--- src/rtl/mips_pkg.sv ---
// rtl/mips_pkg.sv - shared types and constants for the pipelined MIPS core
//
// Purpose: word/address widths, the bubble encoding and the fetch-stage
//          state enum used across the core.
// Ports:   none (package).

package mips_pkg;

  localparam int WORD_W = 32;
  localparam int ADDR_W = 32;

  // sll $0,$0,0 -- architecturally a no-op, used to fill pipeline bubbles
  localparam logic [WORD_W-1:0] NOP_ENCODING = 32'h0000_0000;

  typedef enum logic {
    BOOT = 1'b0,
    RUN  = 1'b1
  } fetch_state_e;

  // Force word alignment on any byte address
  function automatic logic [ADDR_W-1:0] word_align(input logic [ADDR_W-1:0] addr);
    return {addr[ADDR_W-1:2], 2'b00};
  endfunction

endpackage

--- src/rtl/sat_counter.sv ---
// rtl/sat_counter.sv - saturating up-counter with asynchronous clear
//
// Purpose: counts inc pulses, sticks at all-ones instead of wrapping.
// Ports:
//   clk    in   1      rising-edge clock
//   rst_n  in   1      asynchronous active-low clear
//   inc    in   1      add one this cycle (ignored once saturated)
//   count  out  CNT_W  current count

module sat_counter #(
  parameter int CNT_W = 16
) (
  input  logic             clk,
  input  logic             rst_n,
  input  logic             inc,
  output logic [CNT_W-1:0] count
);

  always_ff @(posedge clk or negedge rst_n) begin
    if (!rst_n) begin
      count <= '0;
    end else if (inc && (count != {CNT_W{1'b1}})) begin
      count <= count + 1'b1;
    end
  end

endmodule

--- src/rtl/pipe_fetch_stage.sv ---
// rtl/pipe_fetch_stage.sv - instruction fetch stage with IF/ID pipeline register
//
// Purpose: owns the PC, addresses instruction memory and loads the fetched
//          instruction plus PC+4 into IF/ID. Redirects from ID squash the
//          wrong-path fetch with a single bubble; stall freezes PC and IF/ID.
// Ports:
//   CLK           in   1      rising-edge clock
//   Reset_L       in   1      asynchronous active-low reset
//   startPC       in   32     first fetch address, taken on the BOOT edge
//   iMemAddr      out  32     instruction memory address (word aligned)
//   iMemData      in   32     instruction at iMemAddr, same cycle
//   stall         in   1      hold PC and IF/ID
//   redirect      in   1      taken branch/jump resolved in ID
//   redirectPC    in   32     redirect target (bits[1:0] ignored)
//   ifid_instr    out  32     instruction to decode
//   ifid_pcPlus4  out  32     PC+4 of that instruction
//   ifid_valid    out  1      1 = real instruction, 0 = bubble
//   fetchCount    out  CNT_W  valid instructions loaded, saturating
//   bubbleCount   out  CNT_W  squash bubbles inserted, saturating

module pipe_fetch_stage
  import mips_pkg::*;
#(
  parameter logic [31:0] NOP_INSTR = NOP_ENCODING,
  parameter int          CNT_W     = 16
) (
  input  logic             CLK,
  input  logic             Reset_L,
  input  logic [31:0]      startPC,
  output logic [31:0]      iMemAddr,
  input  logic [31:0]      iMemData,
  input  logic             stall,
  input  logic             redirect,
  input  logic [31:0]      redirectPC,
  output logic [31:0]      ifid_instr,
  output logic [31:0]      ifid_pcPlus4,
  output logic             ifid_valid,
  output logic [CNT_W-1:0] fetchCount,
  output logic [CNT_W-1:0] bubbleCount
);

  fetch_state_e state_q, state_d;
  logic [31:0]  pc_q, pc_d;
  logic [31:0]  pc_plus4;
  logic [31:0]  instr_d, pcplus4_d;
  logic         valid_d;
  logic         fetch_inc, bubble_inc;

  // Low address bits are discarded by alignment
  logic unused_low_bits;
  assign unused_low_bits = ^{startPC[1:0], redirectPC[1:0]};

  // Wraps modulo 2^32 naturally
  assign pc_plus4 = pc_q + 32'd4;

  // In BOOT the PC is not loaded yet, so present startPC directly
  assign iMemAddr = (state_q == BOOT) ? word_align(startPC) : word_align(pc_q);

  always_ff @(posedge CLK or negedge Reset_L) begin
    if (!Reset_L) begin
      state_q      <= BOOT;
      pc_q         <= '0;
      ifid_instr   <= NOP_INSTR;
      ifid_pcPlus4 <= '0;
      ifid_valid   <= 1'b0;
    end else begin
      state_q      <= state_d;
      pc_q         <= pc_d;
      ifid_instr   <= instr_d;
      ifid_pcPlus4 <= pcplus4_d;
      ifid_valid   <= valid_d;
    end
  end

  always_comb begin
    state_d    = state_q;
    pc_d       = pc_q;
    instr_d    = ifid_instr;
    pcplus4_d  = ifid_pcPlus4;
    valid_d    = ifid_valid;
    fetch_inc  = 1'b0;
    bubble_inc = 1'b0;

    unique case (state_q)
      BOOT: begin
        // stall/redirect are meaningless before the first fetch
        pc_d    = word_align(startPC);
        state_d = RUN;
      end
      RUN: begin
        if (redirect) begin
          // Redirect beats stall: the instruction in IF is wrong-path anyway
          pc_d       = word_align(redirectPC);
          instr_d    = NOP_INSTR;
          pcplus4_d  = '0;
          valid_d    = 1'b0;
          bubble_inc = 1'b1;
        end else if (!stall) begin
          pc_d      = pc_plus4;
          instr_d   = iMemData;
          pcplus4_d = pc_plus4;
          valid_d   = 1'b1;
          fetch_inc = 1'b1;
        end
      end
      default: begin
        state_d = BOOT;
      end
    endcase
  end

  sat_counter #(.CNT_W(CNT_W)) u_fetch_cnt (
    .clk   (CLK),
    .rst_n (Reset_L),
    .inc   (fetch_inc),
    .count (fetchCount)
  );

  sat_counter #(.CNT_W(CNT_W)) u_bubble_cnt (
    .clk   (CLK),
    .rst_n (Reset_L),
    .inc   (bubble_inc),
    .count (bubbleCount)
  );

endmodule

--- config.mk ---
export PLATFORM = sky130hd
export DESIGN_NAME = pipe_fetch_stage
export DESIGN_NICKNAME = d
export VERILOG_FILES = /design/src/rtl/mips_pkg.sv /design/src/rtl/sat_counter.sv /design/src/rtl/pipe_fetch_stage.sv
export SDC_FILE = /design/constraint.sdc
export NUM_CORES = 1
export LEC_CHECK = 0
export ABC_AREA = 0
export BUFFER_PORTS_ARGS = -buffer_cell sky130_fd_sc_hd__buf_2
export CAP_MARGIN = 20
export CORE_MARGIN = 4
export CORE_UTILIZATION = 23
export DETAILED_ROUTE_END_ITERATION = 6
export GPL_ROUTABILITY_DRIVEN = 0
export GPL_TIMING_DRIVEN = 0
export PLACE_DENSITY = 0.52
export SETUP_SLACK_MARGIN = 0.4
export SLEW_MARGIN = 20
export SYNTH_ARGS = -nofsm -noshare
export SYNTH_HDL_FRONTEND = slang
export SYNTH_SLANG_ARGS = --single-unit
--- constraint.sdc ---
create_clock -name CLK -period 5 [get_ports CLK]
set_input_delay 0.75 -clock CLK [delete_from_list [all_inputs] [get_ports CLK]]
set_output_delay 0.75 -clock CLK [all_outputs]
set_load 0.005 [all_outputs]
After elaboration in Yosys (flattened, before gate mapping):

Cells that the tools add are included.

* register bits after elaboration: 130
* input port bits: 100
* output and inout port bits: 129

* $add $sub $neg: 3
* equality and inequality tests: 4
* mux-type cells: 14
* bitwise gates (word level): 1
* reductions and logical operators: 3

Operators with widths (count)
* $mux 32: 6
* $pmux 32 s2: 1
* $add 16x1->16 const B: 2
* $add 32x3->32 const B: 1
* $ne 16x16->1 const B: 2
* $mux 1: 7
* $ne 3x3->1 const B: 1
* $logic_and 1x1->1: 2
* $ne 2x1->1 const B: 1
* $reduce_and 2->1: 1
* $not 1->1: 1

Longest topological paths before layout:

* depth in word-level cells: 4
* gate-level depth with buffers: 7

By module:

From an unflattened synthesis, not the netlist that was laid out.

* cells, all modules: 772
* area, all modules: 7398.3 um^2

Modules (own cells, without submodules)
* pipe_fetch_stage: times used 1, cells an instance 628, area an instance 5679.2 um^2
* sat_counter: times used 2, cells an instance 72, area an instance 859.6 um^2

Worst setup path before layout:

Ideal clock, no wire load.

* path kind: reg-to-output
* start point: reg state_q
* end point: out iMemAddr[11]
* arrival time: 1.553 ns
* required time: 4.250 ns
* setup slack: 2.697 ns
* cell stages (with the launch flop): 5
* buffers on the path: 3
* cells stage by stage: dfrtp_1 -> clkbuf_1 -> clkbuf_1 -> buf_1 -> mux2_2

* longest elaborated chain between the ends: 1

Ends and longest elaborated chain
* start: declaration: RTL line pipe_fetch_stage.sv:42 `fetch_state_e state_q, state_d;`
* start signal: assignment: RTL line pipe_fetch_stage.sv:67 `state_q <= state_d;`
* $mux 32: RTL line pipe_fetch_stage.sv:57 `assign iMemAddr = (state_q == BOOT) ? word_align(startPC) : word_align(pc_q);`
* end: declaration: RTL line pipe_fetch_stage.sv:30 `output logic [31:0] iMemAddr,`

Every way passes these cells.

Final worst setup path:

Ends and elaborated chain as after synthesis.

==> summary.txt <==
Floorplanning
  – Die Area: 31220 sq um
  – Starting Density: 0.2343
  – DIE WIDTH: 176.7 um
  – Die extent in y: 176.7 um
  – Rows: 61
  – IO Pins: 229
  – Core ar.: 27930 sq um

Timing
  – Count of final setup violators: 0
  – Final hold viol count: 0
  – Slew Limit Fails: 0
  – F_max: 274.2 MHz
  – Post-layout min period: 3647 ps
  – Fin Setup TNS: 0 ps
  – Tcrit/Tclk final: 0.7295
  – PnR worst setup slack: 1353 ps
  – Final clock skew: 9.446 ps
  – Actual slew at the worst max-slew pin: 848.3 ps
  – Max-Slew Margin vs Limit: 0.4344
  – RSZ-0062 raised after global routing: false

Place
  – Port buffer count: between 200 and 250
  – HPWL after DPL: about 18000 um
  – Pre-CTS setup slack: 1736 ps

Power and ir drop
  – Power per cell area: 360.3 nW/um^2
  – Leakage: 4.150 nW
  – Max VDD drop: 0.0002020 V

CTS
  – Clock sinks: 127
  – Clk pin slew, worst setup/hold paths: approximately 60 ps
  – CTS resizes: 0
  – CTS H-Tree Depth: 4
  – Post-CTS setup repair buffer count: 0
  – Clk Latency, worst-skew pair: 420 ps
  – TritonCTS buffer count: 17
  – Clk root buf: clkbuf_16
  – CTS max path bufs: 2
  – CTS Hold Bufs: 0
  – CTS tree: done

Layout
  – Nets: roughly 1000
  – Area Overhead vs Synth: 34.31%
  – Filler cells: 2960
  – Area occupied by multi-input gates: about 3100 sq um
  – Register area: around 3200 sq um
  – Ant diodes: 0
  – Layout cell share with drive strength beyond 1: 0.3182

Global routing
  – Vias in the first global route: 6109
  – Grt met2 use: 0.2429
  – GR Util met3: 0.05063
  – GR Util met1: 0.2054
  – Grt peak-use layer: met2
  – Largest net degree at the start of global routing: a little under 90
  – GR Util All Layers: 0.1543
  – First-pass GRT wire length: 36580 um
  – Initial antenna violation count: 6
  – Gr ovfl total: 0

Route
  – Antenna viol nets, final: 0
  – Final wirelength: between 20000 and 25000 um
  – Initial DRC Count: roughly 350
  – Routed len/inst: 18.52 um
  – Avg Vias per Cell: 4.652
  – DRC viols: 0
  – Via count: 6071
  – DRT Pass-1 Iters: 5

Synth
  – Post-synth cell types: 51
  – Main synth FF type: dfrtp_1
  – Synth top cells by count: dfrtp_1, nand2_1, o21ai_0
  – Fraction of registers with async set/reset: 1.000
  – Yosys Warn Count: 0
  – Post-Syn Instances: 674
  – Post-synth EDFFs: 0
  – Post-synth top area share: 0.4856
  – Count leader, synth: dfrtp_1
  – Synth area leaders: dfrtp_1, xnor2_1, a22o_1, nand2_1, o21ai_0
  – Post-synthesis sequential area ratio: 0.4856
  – Synthesized area per cell: 9.711 sq um
  – Area leader, netlist: dfrtp_1
  – Synthesis-stage register bit count: between 100 and 150
  – Netlist Area Pre-Place: 6545 sq um

Setup path
  – CP Data Arrival Time: 2900 ps
  – CP Capture Type: primary output
  – CP Class: reg2out
  – Worst setup path startpoint: state_q
  – Crit path required time: 4250 ps
  – Worst R2R Path Depth: 6
  – Reg-to-Reg Start: pc_q[2]
  – Crit-path max FO: 10
  – CP Launch Type: register

Hold path
  – Hold Crit Class: in2async

Flow run
  – Max-cap viol count: 0

Run status
  – Status: complete, no violations
==> final timing paths <==
kind | endpoint | slack (ps)
max | iMemAddr[11] | 1350
min | ifid_instr[3] | 210
max reg2reg | pc_q[22] | 2500
min reg2reg | ifid_pcPlus4[11] | 470
max in group asynchronous | u_bubble_cnt.count[13] | 4020
min in group CLK | ifid_pcPlus4[11] | 470
==> registers in the layout, indices dropped and copies added, names as in the netlist <==
name / cells
pc_q: 30
ifid_instr: 32
ifid_pcPlus4: 31
state_q: 1
ifid_valid: 1
u_fetch_cnt.count: 16
u_bubble_cnt.count: 16
==> through the flow <==
step | hold WS [ps] | util | area [sq um] | std cells | power [mW]
finish | 205.5 | 0.3147 | 8791 | 1305 | 3.167
global route | 216.2 | 0.3147 | 8791 | 1305 | 3.331
CTS | 198.3 | 0.3147 | 8791 | 1305 | 3.211
detailed placement | 465.8 | 0.2921 | 8160 | 1274 | 1.829
global placement | 458.6 | 0.2908 | 8123 | 1273 | 1.819
floorplan | 454.4 | - | 6549 | 675 | 1.529
==> routing by layer <==
layer / up-vias / wire length, um / part of all wire
li1: 2897 / - / -
met1: 2892 / 11030 / 0.46
met2: 238 / 10710 / 0.44
met3: 32 / 2021 / 0.084
met4: 12 / 352 / 0.015
met5: - / 62 / 0.0026
==> cell families (layout without fill, tap and decap cells) <==
logic type               Yosys count  after routing  synth area share
other                              2              3          0.001147
adder cells (fa/ha/maj)            3              3          0.005736
XOR/XNOR                          63             63           0.08431
AND/OR/NAND/NOR                  222            222            0.1703
multiplexers                      23             23           0.03938
flip-flops                       127            127            0.4856
buffers and inverters             62            314           0.04053
AO/OA/AOI/OAI                    172            172            0.1730
==> layout by cell type, fill, tap and decap left out, types with 9 or more instances in the layout <==
master	Yosys	routed
a21oi_1	28	28
a22o_1	39	39
a2bb2oi_1	11	11
buf_2	5	224
clkbuf_1	29	30
clkbuf_16	0	17
dfrtp_1	127	127
inv_1	15	15
mux2_2	22	22
nand2_1	86	86
nand3_1	26	26
nand4_1	22	22
nor2_1	26	26
nor2b_1	9	9
nor3_1	11	11
o21ai_0	53	53
xnor2_1	45	45
xor2_1	18	18
==> critical path, stage by stage, from the launching register on <==
cell and delay (ps):
dfrtp_1 320, clkbuf_1 350, clkbuf_1 520, buf_1 700
mux2_2 450, buf_2 140
==> cell type report <==
cell class / count / area share
clock buffer: 21 / 0.05352
sequential: 127 / 0.3615
multi-input combinational: 486 / 0.3533
clock inverter: 10 / 0.01822
timing repair buffer: 221 / 0.1295
buffer: 46 / 0.02334
inverter: 16 / 0.006832
tap: 378 / 0.05380
==> report_power, final <==
| part | switching (mW) | total, mW | internal [mW] |
|---|---|---|---|
| Combinational | 0.297 | 0.550 | 0.254 |
| Clock | 0.492 | 1.36 | 0.871 |
| Sequential | 0.117 | 1.25 | 1.14 |
(Power assumes the default switching activity.)
